--- config.mk ---
export PLATFORM = sky130hd
export DESIGN_NAME = de_scoreboard
export DESIGN_NICKNAME = d
export VERILOG_FILES = /design/src/rtl/de_scoreboard.sv
export SDC_FILE = /design/constraint.sdc
export NUM_CORES = 1
export LEC_CHECK = 0
export CORE_UTILIZATION = 35
export CTS_CLUSTER_DIAMETER = 200
export DETAILED_ROUTE_END_ITERATION = 10
export HOLD_SLACK_MARGIN = 0.05
export SETUP_SLACK_MARGIN = 0.5
export SLEW_MARGIN = 20
export SYNTH_ARGS = -nofsm -noshare
export SYNTH_HDL_FRONTEND = slang
export SYNTH_SLANG_ARGS = --single-unit
--- constraint.sdc ---
create_clock -name clk -period 9.3 [get_ports clk]
set_clock_uncertainty 0.05 [all_clocks]
set_input_delay 0.93 -clock clk [delete_from_list [all_inputs] [get_ports clk]]
set_output_delay 0.93 -clock clk [all_outputs]
set_load 0.03 [all_outputs]
--- src/rtl/de_scoreboard.sv ---
// de_scoreboard: per-register pending-write counters and decode stall control.
module de_scoreboard #(
  parameter int REGWORDS  = 32,
  parameter int REGNOBITS = 5,
  parameter int CNTBITS   = 2
) (
  input  logic                 clk,
  input  logic                 reset,
  input  logic                 de_valid,
  input  logic [REGNOBITS-1:0] rs1_DE,
  input  logic                 rs1_read_DE,
  input  logic [REGNOBITS-1:0] rs2_DE,
  input  logic                 rs2_read_DE,
  input  logic [REGNOBITS-1:0] rd_DE,
  input  logic                 wr_reg_DE,
  input  logic                 wr_reg_WB,
  input  logic [REGNOBITS-1:0] wregno_WB,
  input  logic                 cancel_valid,
  input  logic [REGNOBITS-1:0] cancel_rd,
  output logic                 pipeline_stall_DE,
  output logic                 issue_fire,
  output logic [REGWORDS-1:0]  pending_mask,
  output logic [6:0]           inflight_cnt,
  output logic                 sb_err
);
  localparam logic [CNTBITS-1:0] cnt_max = '1;
  logic [CNTBITS-1:0] cnt_q [REGWORDS];
  logic [CNTBITS-1:0] cnt_d [REGWORDS];
  logic [CNTBITS:0]   up    [REGWORDS];
  logic [CNTBITS:0]   dn    [REGWORDS];
  logic [REGWORDS-1:0] mask_q, mask_d;
  logic [6:0] tot_q, tot_d;
  logic err_q, err_d;
  logic busy1, busy2, full_rd;
  // A lone pending write retiring this cycle is readable via the negedge register-file write.
  assign busy1 = rs1_DE != '0 && cnt_q[rs1_DE] != '0 &&
                 !(cnt_q[rs1_DE] == CNTBITS'(1) && wr_reg_WB && wregno_WB == rs1_DE);
  assign busy2 = rs2_DE != '0 && cnt_q[rs2_DE] != '0 &&
                 !(cnt_q[rs2_DE] == CNTBITS'(1) && wr_reg_WB && wregno_WB == rs2_DE);
  assign full_rd = wr_reg_DE && rd_DE != '0 && cnt_q[rd_DE] == cnt_max &&
                   !(wr_reg_WB && wregno_WB == rd_DE);
  assign pipeline_stall_DE = de_valid && ((rs1_read_DE && busy1) || (rs2_read_DE && busy2) || full_rd);
  assign issue_fire = de_valid && !pipeline_stall_DE;
  assign pending_mask = mask_q;
  assign inflight_cnt = tot_q;
  assign sb_err = err_q;
  always_comb begin
    err_d = err_q;
    tot_d = '0;
    mask_d = '0;
    for (int i = 0; i < REGWORDS; i++) begin
      up[i] = {1'b0, cnt_q[i]} + (CNTBITS+1)'(issue_fire && wr_reg_DE && rd_DE == REGNOBITS'(i));
      dn[i] = (CNTBITS+1)'(wr_reg_WB && wregno_WB == REGNOBITS'(i)) +
              (CNTBITS+1)'(cancel_valid && cancel_rd == REGNOBITS'(i));
      cnt_d[i] = (i == 0 || up[i] < dn[i]) ? '0 : CNTBITS'(up[i] - dn[i]);
      err_d = err_d | (i != 0 && up[i] < dn[i]);
      mask_d[i] = cnt_d[i] != '0;
      tot_d = tot_d + 7'(cnt_d[i]);
    end
  end
  always_ff @(posedge clk) begin
    if (reset) begin
      for (int i = 0; i < REGWORDS; i++) cnt_q[i] <= '0;
      mask_q <= '0;
      tot_q <= '0;
      err_q <= 1'b0;
    end else begin
      cnt_q <= cnt_d;
      mask_q <= mask_d;
      tot_q <= tot_d;
      err_q <= err_d;
    end
  end
endmodule

==> flow_summary.ini, run 1 <==
[die]
fp.dieArea_um2 = 30480
ios = 75
start_util = 0.3593
coreArea_um2 = 29010
die_w_um = 174.6
fp.dieH_um = 174.6
rows = 62

[global_route]
overflow = 0
grt_pass1_vias = 9612
track_usage = 0.2442
grt_pass1_wl_um = 55660
grt_antenna_before_repair = 0
grt_max_degree = 81

[worst_hold_path]
holdPathEnd = cnt_q[29]$_SDFF_PP0_
min-delay-start = cnt_q[29]$_SDFF_PP0_
hold_class = reg -> reg
hold_path_depth = 3

[route]
first_pass_iters = 6
drt-total-wl_um = 37100
vias = 9386
wl_per_cell_um = 20.85
drc = 0
drtIter0Drc = 947
routed_via_density = 5.276
drt.antenna.violating_nets = 0

[timing]
max_freq_mhz = 113.1
max_slew_margin = 0.3527
tns_ps = 0
rsz0062_at_grt = true
whs_ps = 724.8
setup_viol = 0
final-hold-violation-count = 0
slew_viol_final = 0
fin_crit_ps = 8846
fin_crit_sh = 0.9511
worstMarginPinSlew_ps = 971.0
fin_ws_ps = 454.4

[logic_synthesis]
ys.flop_type = dfxtp_1
synth_common_cells = 152 x inv_1, 145 x nor2_1, 134 x ha_1
synth_top_area_share = 0.1940
synth_cell_types = 57
synth_cells = 1149
synth_most_common_cell = inv_1
netlist_area_um2 = 10420
synth-edff-count = 0
async_reset_ff_frac = 0
syn-mean-instance-area_um2 = 9.073
synth_nets = 1404
yosysWarnings = 0
post-synth-top-area-cell = dfxtp_1
synth_seq_cells = 101
synth_seq_area_share = 0.1940
ys_top_cells_by_area = dfxtp_1 19%, fa_1 17%, ha_1 16%

[power_and_ir_drop]
power.density_nw_per_um2 = 95.19
p_switching_mw = 0.4417
clkPwrFrac = 0.320
power.internal_mw = 0.8897
p_comb_frac = 0.335
seqPwrFrac = 0.345
fin_total_pwr_mw = 1.331
switching_share = 0.3318
power.leakage_nw = 6.161
ir_worst_vdd_mv = 0.08244

[place]
dp_slack_ps = -455.2
post_dp_cell_area_um2 = 12680
dp_hpwl_um = 28850
portBuffers = 73
gp_congestion = 0.9947

[worst_setup_path]
crit_top_cell = fa_1
crit_fanout = 10
required_ps = 9470
max_stage_delay_ps = 610
r2r-end = inflight_cnt[5]$_SDFF_PP0_
worstPathArrival_ps = 9020
startpoint_type = input pin
cp-end-kind = flip-flop
startpoint = rs2_DE[1]
r2r_cells = 31
r2r_slack_ps = 820
timing.rr.start = cnt_q[6]$_SDFF_PP0_
critPathSlowestCell = fa_1
path_class = in -> reg

[clocking]
cts_buffer_depth = 2
cts_hold_buf = 0
cts_tree = done
clock_latency_ps = 370
numCtsBuffers = 9
clk_pin_slew_ps = 70
clock_sinks = 101
htreeDepth = 3
clockRootBuffer = clkbuf_16

[cells_and_area]
drive_gt1_frac = 0.2774
num-nets-final = 1645
fill_cells = 2743
antenna_cells = 0
post-route-cell-area_um2 = 13990
syn_to_final_growth_pct = 34.17

[flow_run]
max_cap_viol_count = 0

[run_status]
status = complete, no violations
## stage by stage
stage	utilization	instances
after detailed placement	0.4370	1713
after floorplan	-	1149
final	0.4821	1779
after global routing	0.4821	1779
after CTS	0.4704	1766
after global placement	0.4370	1713
## cells in the final DEF (no fill, tap or decap), types with 9 or more instances in the layout
cell,synthesis,layout
nor2_1,145,131
or2_2,23,23
a21oi_1,22,18
buf_12,0,13
nor3_1,51,49
fa_1,88,77
nor2b_1,31,26
o31ai_2,0,9
ha_2,0,11
nor3_2,14,11
xor2_1,19,18
nand2b_1,36,36
clkbuf_16,0,11
buf_4,4,189
nand2_1,57,56
dfxtp_1,101,101
mux4_2,26,26
ha_1,134,121
nand3_1,24,24
inv_1,152,146
xnor2_1,31,21
o31a_1,13,13
clkdlybuf4s50_1,0,62
mux2i_1,30,30
xnor2_2,0,10
nor2_2,0,11
fa_2,0,11
## cell families after synthesis
| family | Yosys count | share of synthesized area |
|---|---|---|
| AND/OR/NAND/NOR | 412 | 0.1974 |
| flip-flops | 101 | 0.1940 |
| XOR/XNOR | 50 | 0.04201 |
| adder cells (fa/ha/maj) | 222 | 0.3298 |
| multiplexers | 63 | 0.09254 |
| AO/OA/AOI/OAI | 96 | 0.06649 |
| buffers and inverters | 204 | 0.07741 |
| other | 1 | 0.0003597 |
## worst max path at each step
stage / endpoint / slack, ps / depth (start not counted)
floorplan: inflight_cnt[5]$_SDFF_PP0_ / 660 / 30
global placement: inflight_cnt[5]$_SDFF_PP0_ / -340 / 32
detailed placement: inflight_cnt[5]$_SDFF_PP0_ / -460 / 32
CTS: inflight_cnt[5]$_SDFF_PP0_ / 450 / 33
global route: inflight_cnt[5]$_SDFF_PP0_ / 180 / 33
finish: inflight_cnt[5]$_SDFF_PP0_ / 450 / 33
## per-layer routing
| metal | routed length, um | vias to the layer above | GRT usage | share of wire |
|---|---|---|---|---|
| met5 | 0 | - | 0 | 0 |
| met2 | 16270 | 468 | 0.3800 | 0.44 |
| met3 | 3313 | 113 | 0.05091 | 0.089 |
| met4 | 1951 | 0 | 0.1199 | 0.053 |
| met1 | 15570 | 4514 | 0.3219 | 0.42 |
| li1 | - | 4291 | - | - |
## flip-flops by register name, summed over array words and instances, names as in the netlist
register / cells
inflight_cnt: 7
pending_mask: 31
sb_err: 1
cnt_q: 62
## cell type report
type                    count  area, um^2  area share
repair buffers            281        2546      0.1820
inverters                 153       574.3     0.04106
clock inverters             6       86.33    0.006172
multi-input cells         844        8049      0.5755
flip-flops and latches    101        2022      0.1446
clock buffers              10       229.0     0.01637
well taps                 384       480.5     0.03435
## worst max-delay path: cells and delay by family
| kind | cells | cell delay, ps |
|---|---|---|
| fa+ha+maj | 11 | 4950 |
| buf+inv | 9 | 1070 |
| compound gates | 5 | 890 |
| simple gates | 5 | 530 |
| mux | 1 | 340 |
| xor+xnor | 2 | 270 |
## power by group through the flow
stage	Sequential, mW	Combinational (mW)	Clock, mW
final	0.460	0.446	0.426
after global routing	0.461	0.479	0.449
after CTS	0.459	0.427	0.437
after detailed placement	0.469	0.387	0
after global placement	0.469	0.390	0
after floorplan	0.484	0.215	0
## repair_timing
action,in CTS,in global routing
pin swaps,50,34
hold endpoints to repair,0,0
resized for setup,76,59
setup endpoints to repair,5,5
buffers inserted,35,10
gates cloned,2,3
Note: power is estimated with default switching activity, not from simulation.
==> run 2, diff against run 1 <==
Settings changed: CTS_BUF_LIST set to sky130_fd_sc_hd__clkbuf_16.
==> run 2 against run 1 <==
Via count about the same. Sequential share of layout area unchanged. Final cell count unchanged. Sequential power about the same. Clock power about the same. First-iteration DRC count unchanged. Setup slack about the same. Global-route usage unchanged. Power about the same. Critical endpoint unchanged.
==> flow_summary.ini, run 2 (same netlist as run 1, synthesis figures left out) <==
[die]
coreArea_um2 = 29010
die_w_um = 174.6
start_util = 0.3593
ios = 75
fp.dieArea_um2 = 30480
rows = 62
fp.dieH_um = 174.6

[worst_setup_path]
crit_top_cell = fa_1
max_stage_delay_ps = 610
worstPathArrival_ps = 9020
cp-end-kind = flip-flop
cp_top_family = adder cells
path_buf_inv = 9
required_ps = 9470
startpoint_type = input pin
path_class = in -> reg
critPathSlowestCell = fa_1
crit_fanout = 10

[cells_and_area]
instances_no_fill = 1779
final_cell_mix = 189 x buf_4, 147 x inv_1, 131 x nor2_1, 121 x ha_1, 101 x dfxtp_1
syn_to_final_growth_pct = 34.17
largest_reg_flops = 62
post-route-cell-area_um2 = 13990
num-nets-final = 1645
regMostFlops = cnt_q
antenna_cells = 0
mostFrequentLayoutCell = buf_4
fill_cells = 2743
drive_gt1_frac = 0.2774

[global_route]
grt_max_degree = 81
grt_pass1_vias = 9612
grt_pass1_wl_um = 55660
grt_antenna_before_repair = 0
track_usage = 0.2442
overflow = 0

[power_and_ir_drop]
power.internal_mw = 0.8886
power.density_nw_per_um2 = 95.12
p_switching_mw = 0.4418
switching_share = 0.3321
p_comb_frac = 0.335
power.leakage_nw = 6.166
seqPwrFrac = 0.346
ir_worst_vdd_mv = 0.08238
clkPwrFrac = 0.320

[timing]
fin_crit_sh = 0.9512
slew_viol_final = 0
rsz0062_at_grt = true
max_freq_mhz = 113.0
worstMarginPinSlew_ps = 970.5
fin_crit_ps = 8846
max_slew_margin = 0.3530
final-hold-violation-count = 0
setup_viol = 0

[route]
drc = 0
drt.antenna.violating_nets = 0
drtIter0Drc = 947
first_pass_iters = 6
routed_via_density = 5.275
drt-total-wl_um = 37100
wl_per_cell_um = 20.85
vias = 9385

[clocking]
numCtsBuffers = 9
clock_latency_ps = 370
clk_pin_slew_ps = 70
clockRootBuffer = clkbuf_16
cts_hold_buf = 0
cts_tree = done
clock_sinks = 101
htreeDepth = 3
cts_buffer_depth = 2

[place]
gp_congestion = 0.9947
place_inst = 1713
dp_hpwl_um = 28850
post_dp_cell_area_um2 = 12680
portBuffers = 73

[flow_run]
max_cap_viol_count = 0

[worst_hold_path]
hold_class = reg -> reg

[run_status]
status = complete, no violations
==> run 2: changes by cell type in the layout (fill, tap and decap cells not counted), sizes merged <==
cell and change:
clkbuf -1, inv +1
==> run 2: worst min-delay path: stages, from the launching register on <==
cell and delay [ps]:
dfxtp_1 360, inv_1 90, fa_1 220, nor3_1 70
==> run 2: path summary, 6_finish.rpt <==
kind	cells after the start	to	slack (ps)	startpoint
max reg2reg	31	inflight_cnt[5]$_SDFF_PP0_	820	cnt_q[6]$_SDFF_PP0_
min reg2reg	3	cnt_q[29]$_SDFF_PP0_	720	cnt_q[29]$_SDFF_PP0_
max	33	inflight_cnt[5]$_SDFF_PP0_	450	rs2_DE[1]
min	3	cnt_q[29]$_SDFF_PP0_	720	cnt_q[29]$_SDFF_PP0_
==> run 2: power by group through the flow <==
stage / clock, mW / combinational [mW] / sequential (mW)
CTS: 0.435 / 0.427 / 0.459
floorplan: 0 / 0.215 / 0.484
finish: 0.425 / 0.446 / 0.460
detailed placement: 0 / 0.387 / 0.469
global route: 0.448 / 0.479 / 0.461
global placement: 0 / 0.390 / 0.469
==> run 2: per-stage QoR <==
| stage | hold WS (ps) | total power, mW | TNS, ps | util | setup slack [ps] |
|---|---|---|---|---|---|
| after global routing | 755.3 | 1.389 | 0 | 0.4821 | 178.1 |
| after global placement | 698.5 | 0.8594 | -1111 | 0.4370 | -342.6 |
| after CTS | 718.7 | 1.322 | 0 | 0.4704 | 451.7 |
| after detailed placement | 710.2 | 0.8554 | -1554 | 0.4370 | -455.2 |
| final | 724.8 | 1.330 | 0 | 0.4821 | 454.1 |
| after floorplan | 650.7 | 0.6987 | 0 | - | 658.5 |
==> run 2: area by class of cell <==
type	instances	area, um^2	share of cell area
flip-flops and latches	101	2022	0.1446
inverters	153	574.3	0.04106
repair buffers	281	2546	0.1820
clock inverters	7	90.09	0.006441
clock buffers	9	225.2	0.01610
well taps	384	480.5	0.03435
multi-input cells	844	8049	0.5755
==> run 2: layer usage <==
metal  GRT usage  part of all wire  vias to the layer above
li1            -                 -                     4291
met1      0.3219              0.42                     4511
met2      0.3800              0.44                      473
met3     0.05091             0.090                      110
met4      0.1199             0.052                        0
met5           0                 0                        -
==> run 2: repair_timing <==
item                       4_1_cts  5_1_grt
setup buffers                   35       10
gates resized for setup         76       59
gates cloned                     2        3
hold endpoints to repair         0        0
setup endpoints to repair        5        5
pin swaps                       50       34
==> run 3, diff against run 2 <==
Settings changed: MAX_ROUTING_LAYER set to met4, TNS_END_PERCENT set to 10.
==> run 3 against run 2 <==
Clock power decreased by 6.6%. Critical path type unchanged. Final cell count decreased by 0.96%. Wire length increased by 0.36%. Critical endpoint unchanged.
==> flow_summary.ini, run 3 (same netlist as run 1, synthesis figures left out) <==
[timing]
max_slew_margin = 0.3606
rsz0062_at_grt = true
max_freq_mhz = 115.9
final-hold-violation-count = 0
worstMarginPinSlew_ps = 959.1
fin_crit_ps = 8627
fin_crit_sh = 0.9277
slew_viol_final = 0
fin_ws_ps = 672.5
setup_viol = 0

[clocking]
cts_buffer_depth = 2
cts_tree = done
numCtsBuffers = 9
clk_pin_slew_ps = 70
htreeDepth = 3
clockRootBuffer = clkbuf_16
clock_latency_ps = 380
cts_hold_buf = 0
clock_sinks = 101

[worst_setup_path]
path_class = in -> reg
timing.rr.start = cnt_q[16]$_SDFF_PP0_
max_stage_delay_ps = 570
worstPathArrival_ps = 8800
r2r_cells = 31
startpoint_type = input pin
critPathSlowestCell = fa_1
cp-end-kind = flip-flop
r2r-end = inflight_cnt[5]$_SDFF_PP0_
r2r_slack_ps = 1020
crit_top_cell = fa_1
crit_fanout = 7
required_ps = 9470

[place]
dp_slack_ps = -486.1
dp_hpwl_um = 28960
gp_congestion = 0.9945
place_inst = 1709
portBuffers = 73

[die]
coreArea_um2 = 29010
fp.dieH_um = 174.6
ios = 75
start_util = 0.3593
die_w_um = 174.6
fp.dieArea_um2 = 30480
rows = 62

[flow_run]
max_cap_viol_count = 0

[cells_and_area]
largest_reg_flops = 62
multi_input_area_um2 = 8200
regArea_um2 = 2022
fin_util = 0.4827
antenna_cells = 0
drive_gt1_frac = 0.2910
fill_cells = 2791
num-nets-final = 1629
syn_to_final_growth_pct = 34.34
instances_no_fill = 1762
mostFrequentLayoutCell = buf_4
regMostFlops = cnt_q
final_cell_mix = 169 x buf_4, 144 x inv_1, 120 x nor2_1, 118 x ha_1, 101 x dfxtp_1

[power_and_ir_drop]
ir_worst_vdd_mv = 0.08677
fin_total_pwr_mw = 1.315
power.density_nw_per_um2 = 93.88
power.leakage_nw = 6.115

[route]
vias = 9421
drc = 0
drtIter0Drc = 1004
routed_via_density = 5.347
wl_per_cell_um = 21.13
first_pass_iters = 7
drt-total-wl_um = 37230
drt.antenna.violating_nets = 0

[worst_hold_path]
hold_path_depth = 3
min-delay-start = cnt_q[29]$_SDFF_PP0_
holdPathEnd = cnt_q[29]$_SDFF_PP0_
hold_class = reg -> reg

[global_route]
grt_pass1_vias = 9177
grt_max_degree = 81
overflow = 0
grt_pass1_wl_um = 54340
track_usage = 0.2449
grt_antenna_before_repair = 1

[run_status]
status = complete, no violations
run 3: final cells by class:
cell class	count	share of cell area
Timing Repair Buffer	265	0.1741
Inverter	153	0.04101
Clock inverter	6	0.004556
Multi-Input combinational cell	844	0.5855
Clock buffer	9	0.01608
Sequential cell	101	0.1444
Tap cell	384	0.03431
run 3: worst max-delay path: cells and delay by family:
family | cells | cell delay [ps]
compound gates | 4 | 390
mux | 2 | 980
xor+xnor | 2 | 290
fa+ha+maj | 11 | 4860
simple gates | 5 | 540
buf+inv | 9 | 810
run 3: routing by layer:
| layer | part of all wire | global-route usage | up-vias |
|---|---|---|---|
| li1 | - | - | 4260 |
| met1 | 0.43 | 0.3327 | 4580 |
| met2 | 0.45 | 0.3710 | 472 |
| met3 | 0.080 | 0.03634 | 109 |
| met4 | 0.043 | 0.08551 | 0 |
| met5 | 0 | - | - |
run 3: worst max path at each step:
stage	from	endpoint	slack, ps	cells after the start
6_report	rs2_DE[0]	inflight_cnt[5]$_SDFF_PP0_	670	33
5_1_grt	rd_DE[0]	inflight_cnt[5]$_SDFF_PP0_	350	36
4_1_cts	rs2_DE[0]	inflight_cnt[5]$_SDFF_PP0_	-20	31
3_5_place_dp	rs2_DE[0]	inflight_cnt[5]$_SDFF_PP0_	-490	32
3_3_place_gp	rs2_DE[0]	inflight_cnt[5]$_SDFF_PP0_	-390	32
2_1_floorplan	rs2_DE[0]	inflight_cnt[5]$_SDFF_PP0_	660	30
run 3: timing repair:
item | in CTS | in global routing
cloned | 0 | 8
setup endpoints to repair | 6 | 6
buffers inserted | 1 | 29
pin swaps | 6 | 80
gates resized for setup | 12 | 166
run 3: per-stage QoR:
step           area [um^2]  hold WS [ps]  TNS (ps)
2_1_floorplan        10430         650.7         0
6_report             14000         754.2         0
3_3_place_gp         12650         712.4     -1228
3_5_place_dp         12650         728.2     -1671
4_1_cts              12990         738.7    -18.84
5_1_grt              14000         791.6         0
run 3: where the power goes:
part	internal, mW	leakage [nW]	switching [mW]
Combinational	0.210	5.16	0.248
Sequential	0.447	0.817	0.0124
Clock	0.208	0.143	0.189
Total	0.865	6.12	0.449
